--- src/rtl/watch_pkg.sv ---
// watch_pkg: shared calendar constants and weekday enum for the watch blocks
package watch_pkg;
  localparam logic [3:0] JAN = 4'd1;
  localparam logic [3:0] FEB = 4'd2;
  localparam logic [3:0] MAR = 4'd3;
  localparam logic [3:0] APR = 4'd4;
  localparam logic [3:0] MAY = 4'd5;
  localparam logic [3:0] JUN = 4'd6;
  localparam logic [3:0] JUL = 4'd7;
  localparam logic [3:0] AUG = 4'd8;
  localparam logic [3:0] SEP = 4'd9;
  localparam logic [3:0] OCT = 4'd10;
  localparam logic [3:0] NOV = 4'd11;
  localparam logic [3:0] DEC = 4'd12;
  localparam logic [4:0] D28 = 5'd28;
  localparam logic [4:0] D29 = 5'd29;
  localparam logic [4:0] D30 = 5'd30;
  localparam logic [4:0] D31 = 5'd31;
  localparam logic [6:0] YEAR_MAX = 7'd99;
  typedef enum logic [2:0] {SUN, MON, TUE, WED, THU, FRI, SAT} wday_e;
endpackage

--- src/rtl/month_len.sv ---
// month_len: days in (month, year offset); leap rule year%4==0 holds across 2000-2099
module month_len
  import watch_pkg::*;
(
  input  logic [3:0] month,
  input  logic [6:0] year,
  output logic [4:0] len
);
  logic unused_year;
  assign unused_year = ^year[6:2];
  always_comb
    len = (month == FEB) ? ((year[1:0] == 2'd0) ? D29 : D28) :
          (month == APR || month == JUN || month == SEP || month == NOV) ? D30 : D31;
endmodule

--- src/rtl/date_counter.sv ---
// date_counter: year/month/day calendar driven by clk_day with button setting;
// define WEEKDAY_EN to add the wday weekday register and port.
module date_counter
  import watch_pkg::*;
#(
  parameter int RESET_YEAR  = 0,
  parameter int RESET_MONTH = 1,
  parameter int RESET_DAY   = 1,
  parameter int RESET_WDAY  = 6
) (
  input  logic       clk,
  input  logic       rst,
  input  logic       clk_day,
  input  logic       i_y,
  input  logic       i_mo,
  input  logic       i_d,
  input  logic       d_y,
  input  logic       d_mo,
  input  logic       d_d,
  output logic [6:0] year,
  output logic [3:0] month,
  output logic [4:0] day,
  output logic       clk_year
`ifdef WEEKDAY_EN
  ,
  output logic [2:0] wday
`endif
);
  logic [6:0] year_q, year_d, y_m, y_inc;
  logic [3:0] month_q, month_d, m_m;
  logic [4:0] day_q, day_d, d_c, d_m, len_c, len_n;
  logic       clk_year_q, clk_year_d, last_d, last_m;
  logic [5:0] btn, prev_q, rise, pend_q, pend_d;
  logic [2:0] inc, dec;
  month_len u_len_c (.month(month_q), .year(year_q), .len(len_c));
  month_len u_len_n (.month(m_m), .year(y_m), .len(len_n));
  assign btn = {d_d, d_mo, d_y, i_d, i_mo, i_y};
  assign rise = btn & ~prev_q;
  assign inc = pend_q[2:0] & ~pend_q[5:3];
  assign dec = pend_q[5:3] & ~pend_q[2:0];
  assign y_inc = (year_q == YEAR_MAX) ? 7'd0 : year_q + 7'd1;
  always_comb begin
    y_m = inc[0] ? y_inc : dec[0] ? ((year_q == 7'd0) ? YEAR_MAX : year_q - 7'd1) : year_q;
    m_m = inc[1] ? ((month_q == DEC) ? JAN : month_q + 4'd1) :
          dec[1] ? ((month_q == JAN) ? DEC : month_q - 4'd1) : month_q;
    d_c = (day_q > len_n) ? len_n : day_q;
    d_m = inc[2] ? ((d_c == len_n) ? 5'd1 : d_c + 5'd1) :
          dec[2] ? ((d_c == 5'd1) ? len_n : d_c - 5'd1) : d_c;
    last_d = (day_q == len_c);
    last_m = (month_q == DEC);
    year_d = clk_day ? ((last_d && last_m) ? y_inc : year_q) : y_m;
    month_d = clk_day ? (last_d ? (last_m ? JAN : month_q + 4'd1) : month_q) : m_m;
    day_d = clk_day ? (last_d ? 5'd1 : day_q + 5'd1) : d_m;
    clk_year_d = clk_day && last_d && last_m;
    pend_d = clk_day ? (pend_q | rise) : rise;
  end
  // prev_q tracks buttons even in reset so a button held through reset gives no edge
  always_ff @(posedge clk) begin
    prev_q <= btn;
    if (rst) begin
      year_q <= 7'(RESET_YEAR);
      month_q <= 4'(RESET_MONTH);
      day_q <= 5'(RESET_DAY);
      clk_year_q <= 1'b0;
      pend_q <= '0;
    end else begin
      year_q <= year_d;
      month_q <= month_d;
      day_q <= day_d;
      clk_year_q <= clk_year_d;
      pend_q <= pend_d;
    end
  end
  assign year = year_q;
  assign month = month_q;
  assign day = day_q;
  assign clk_year = clk_year_q;
`ifdef WEEKDAY_EN
  logic [2:0] wday_q, wday_d, w_inc, w_dec;
  always_comb begin
    w_inc = (wday_q == 3'(SAT)) ? 3'(SUN) : wday_q + 3'd1;
    w_dec = (wday_q == 3'(SUN)) ? 3'(SAT) : wday_q - 3'd1;
    wday_d = clk_day ? w_inc : inc[2] ? w_inc : dec[2] ? w_dec : wday_q;
  end
  always_ff @(posedge clk) begin
    if (rst) wday_q <= 3'(RESET_WDAY);
    else wday_q <= wday_d;
  end
  assign wday = wday_q;
`endif
endmodule

--- config.mk ---
export PLATFORM = sky130hd
export DESIGN_NAME = date_counter
export DESIGN_NICKNAME = d
export VERILOG_FILES = /design/src/rtl/watch_pkg.sv /design/src/rtl/month_len.sv /design/src/rtl/date_counter.sv
export SDC_FILE = /design/constraint.sdc
export NUM_CORES = 1
export LEC_CHECK = 0
export CAP_MARGIN = 15
export CORE_AREA = 3 3 69 71
export DETAILED_ROUTE_END_ITERATION = 16
export DIE_AREA = 0 0 72 74
export GPL_TIMING_DRIVEN = 0
export HOLD_SLACK_MARGIN = 0.06
export PLACE_DENSITY = 0.82
export SETUP_SLACK_MARGIN = 0.4
export SYNTH_ARGS = -nofsm -noshare
export SYNTH_HDL_FRONTEND = slang
export SYNTH_SLANG_ARGS = --single-unit
--- constraint.sdc ---
create_clock -name clk -period 5.8 [get_ports clk]
set_input_delay 1.16 -clock clk [delete_from_list [all_inputs] [get_ports clk]]
set_output_delay 1.16 -clock clk [all_outputs]
set_load 0.02 [all_outputs]
==> qor.txt <==
worst min-delay path category: flip-flop to flip-flop
register area: 580.6 sq um
area of the multi-input gates: 1677 sq um
Fmax: 207.2 MHz
largest net degree at the start of global routing: 11
Iter 0 DRT Violations: 205
detailed-route via count: 2,506
Critical Path End Type: flip-flop
worst r2r src: month[0]
worst path cell trace: clkbuf_1 -> inv_1 -> ha_1 -> a21oi_1 -> o21ai_0 -> a22o_1 -> or3_4 -> o21ai_2 -> inv_2 -> ha_1 -> a211o_1 -> nand2_1 -> a21boi_1 -> inv_1 -> ha_1 -> nand3b_1 -> o21ai_0 -> o21ai_0 -> o32a_1 -> o31ai_2
outcome: complete, no violations
worst path required time: 5.97 ns
Avg Cell Area, Syn: 7.624 sq um
Yosys reg bits: 29
GR Overflow Total: 0
DRT Wirelength: 6.137 mm
WL/cell: 15.58 microns
Reg2Reg Depth: 20
initial antenna violation count: 0
Die X: 72 microns
Post-route DRC: 0
R2R Setup Slk: 0.97 ns
Syn. warnings: 0
core area: 4294 sq um
CTS tree: built
Slew HR: 0.5272
Worst path max stage delay: 0.42 ns
Main synth FF type: dfxtp_1
number of library cell types mapped by synthesis: 65
Layout Nets: 362
Max Cap Viol: 0
Max Slew Vio Count: 0
Total GRT Usage: 0.2405
IO Port Bufs: 23
commonest cells after routing, fill and taps aside: dfxtp_1 (29), a21oi_1 (28), nand2_1 (27)
xor-xnor portion of the synthesized cell area: 0.02586
Reg clk slew, reported paths: 0.07 ns
delay-heaviest family, CP: compound AO/OA/AOI/OAI gates
first-pass GRT wire length: 10.22 mm
Routed Antenna Nets: 0
Syn Inst Count: 311
ant diodes: 0
Synth Cell Area: 2371 sq um
routability cong.: 0.9733
cell area power density: 246.8 nW/um^2
critical path's slowest cell: dfxtp_1
number of synthesized flops with an enable pin: 0
worst hold start: prev_q[4]
maximum vdd ir drop: 0.1430 mV
fraction of the mapped netlist area in compound gates: 0.3024
vias in the first global route: 2,272
clk root buf: clkbuf_8
Crit Path Class: flip-flop to flip-flop
Hold Fails Final Rpt: 0
share of flip-flops with an asynchronous set or reset: 0
fill cell count: 388
top cell type's share of synthesized area: 0.2449
Leak: 1.039 nW
Synth Area in Simple Gates: 0.2902
largest area contributor in the netlist: dfxtp_1
Hold Path Sink: pend_q[4]
post-synthesis mux area share: 0.02164
clk sinks: 29
starting density of the core: 0.5522
adder-cell area share of the yosys netlist: 0.06332
# rows: 24
Post-Syn Nets: 332
Die Ht: 74 microns
Worst-Skew Late Latency: 0.28 ns
Syn-to-layout area delta: 17.89%
Critical Path AT: 4.99 ns
layout cell share with drive strength beyond 1: 0.09357
WHS Path Cells: 2
Period minus WS final: 4.825 ns
sequential cell area fraction in the yosys report: 0.2449
Via density: 6.360
Slew @ Worst Pin: 0.7031 ns
cts hold-fix bufs: 0
TritonCTS Buffers: 5
setup TNS: 0 ns
main combinational cell family by area after synthesis: compound AO/OA/AOI/OAI gates
Critical Path Fanout Max: 9
Setup Skew: 0.007869 ns
worst reg2reg endpoint: day[3]
commonest non-fill, non-tap cell in the layout: dfxtp_1
Ports: 26
RSZ-0062 raised after global routing: false
ranking of synthesized cells by area: dfxtp_1 (24%), ha_1 (6.3%), a21oi_1 (6.1%)
Bufs and invs on worst path: 4
clk buf depth: 2
Worst Hold Margin: 0.4839 ns
startpoint types: flip-flop
H-tree depth: 2
post-DP HPWL: 4.311 mm
die area: 5328 sq um
fin crit share: 0.8319
final setup vio count: 0
first-pass iteration count of the detailed router: 5
[cells in the mapped netlist (5+ instances only)]
cell type,count
a21oi_1,29
a311oi_1,5
nand3_1,15
o21ai_0,14
clkbuf_1,12
buf_2,5
ha_1,12
nor2_1,20
dfxtp_1,29
nor3_1,10
nor2b_1,8
inv_1,12
nand2b_1,14
o211ai_1,7
and3_1,5
nand2_1,27
[cell type report]
type,count,area share
Clock buffer,6,0.02954
Clock inverter,2,0.01343
Sequential cell,29,0.2077
Timing Repair Buffer,23,0.08236
Inverter,13,0.01746
Buffer,18,0.02641
Multi-Input combinational cell,251,0.5998
Tap cell,52,0.02328
[worst register-to-register path: stages, from the launching register on]
cell      delay (ns)
dfxtp_1         0.42
clkbuf_1        0.35
inv_1           0.14
ha_1            0.30
a21oi_1         0.15
o21ai_0         0.16
a22o_1          0.28
or3_4           0.41
o21ai_2         0.09
inv_2           0.07
ha_1            0.31
a211o_1         0.33
nand2_1         0.10
a21boi_1        0.31
inv_1           0.12
ha_1            0.21
nand3b_1        0.19
o21ai_0         0.16
o21ai_0         0.32
o32a_1          0.21
o31ai_2         0.06
[kinds of logic after synthesis]
family | after synthesis
compound gates | 103
xor+xnor | 7
fa+ha+maj | 12
buf+inv | 31
flops | 29
mux | 5
simple gates | 124
[how the worst max path moves through the flow]
stage	from	end	slack (ns)	cells after the start
2_1_floorplan	month[0]	day[3]	1.57	20
3_3_place_gp	month[0]	day[0]	0.97	19
3_5_place_dp	month[0]	day[0]	0.80	19
4_1_cts	month[0]	day[0]	0.76	19
5_1_grt	month[0]	day[0]	0.51	18
6_report	month[0]	day[3]	0.97	20
[what timing repair did]
item	4_1_cts	5_1_grt
resized for setup	0	2
setup endpoints to repair	0	4
setup buffers	0	0
[metrics by stage]
| stage | setup WS [ns] | util | cell area (sq um) | power (W) | cells |
|---|---|---|---|---|---|
| 2_1_floorplan | 1.568 | - | 2371 | 0.0003986 | 311 |
| 3_3_place_gp | 0.9658 | 0.6209 | 2666 | 0.0004536 | 386 |
| 3_5_place_dp | 0.8031 | 0.6209 | 2666 | 0.0004600 | 386 |
| 4_1_cts | 0.7574 | 0.6489 | 2786 | 0.0006877 | 394 |
| 5_1_grt | 0.5133 | 0.6509 | 2795 | 0.0007247 | 394 |
| 6_report | 0.9747 | 0.6509 | 2795 | 0.0006898 | 394 |
[report_power, final]
part | internal (W) | total (W) | switching (W)
registers | 0.000213 | 0.000230 | 0.0000177
clock network | 0.000140 | 0.000226 | 0.0000860
logic | 0.0000946 | 0.000234 | 0.000139
total | 0.000447 | 0.000690 | 0.000243
[metal layers]
layer,vias to the layer above,share of wire,global-route usage
li1,1224,-,-
met1,1164,0.44,0.2967
met2,98,0.48,0.4163
met3,20,0.056,0.05135
met4,0,0.018,0.08559
met5,-,0,0
[registers in the layout (all words and copies together) (netlist names)]
name / count
year: 7
pend_q: 6
prev_q: 6
day: 5
month: 4
clk_year: 1
No activity file was read; power rests on OpenSTA's default activity.
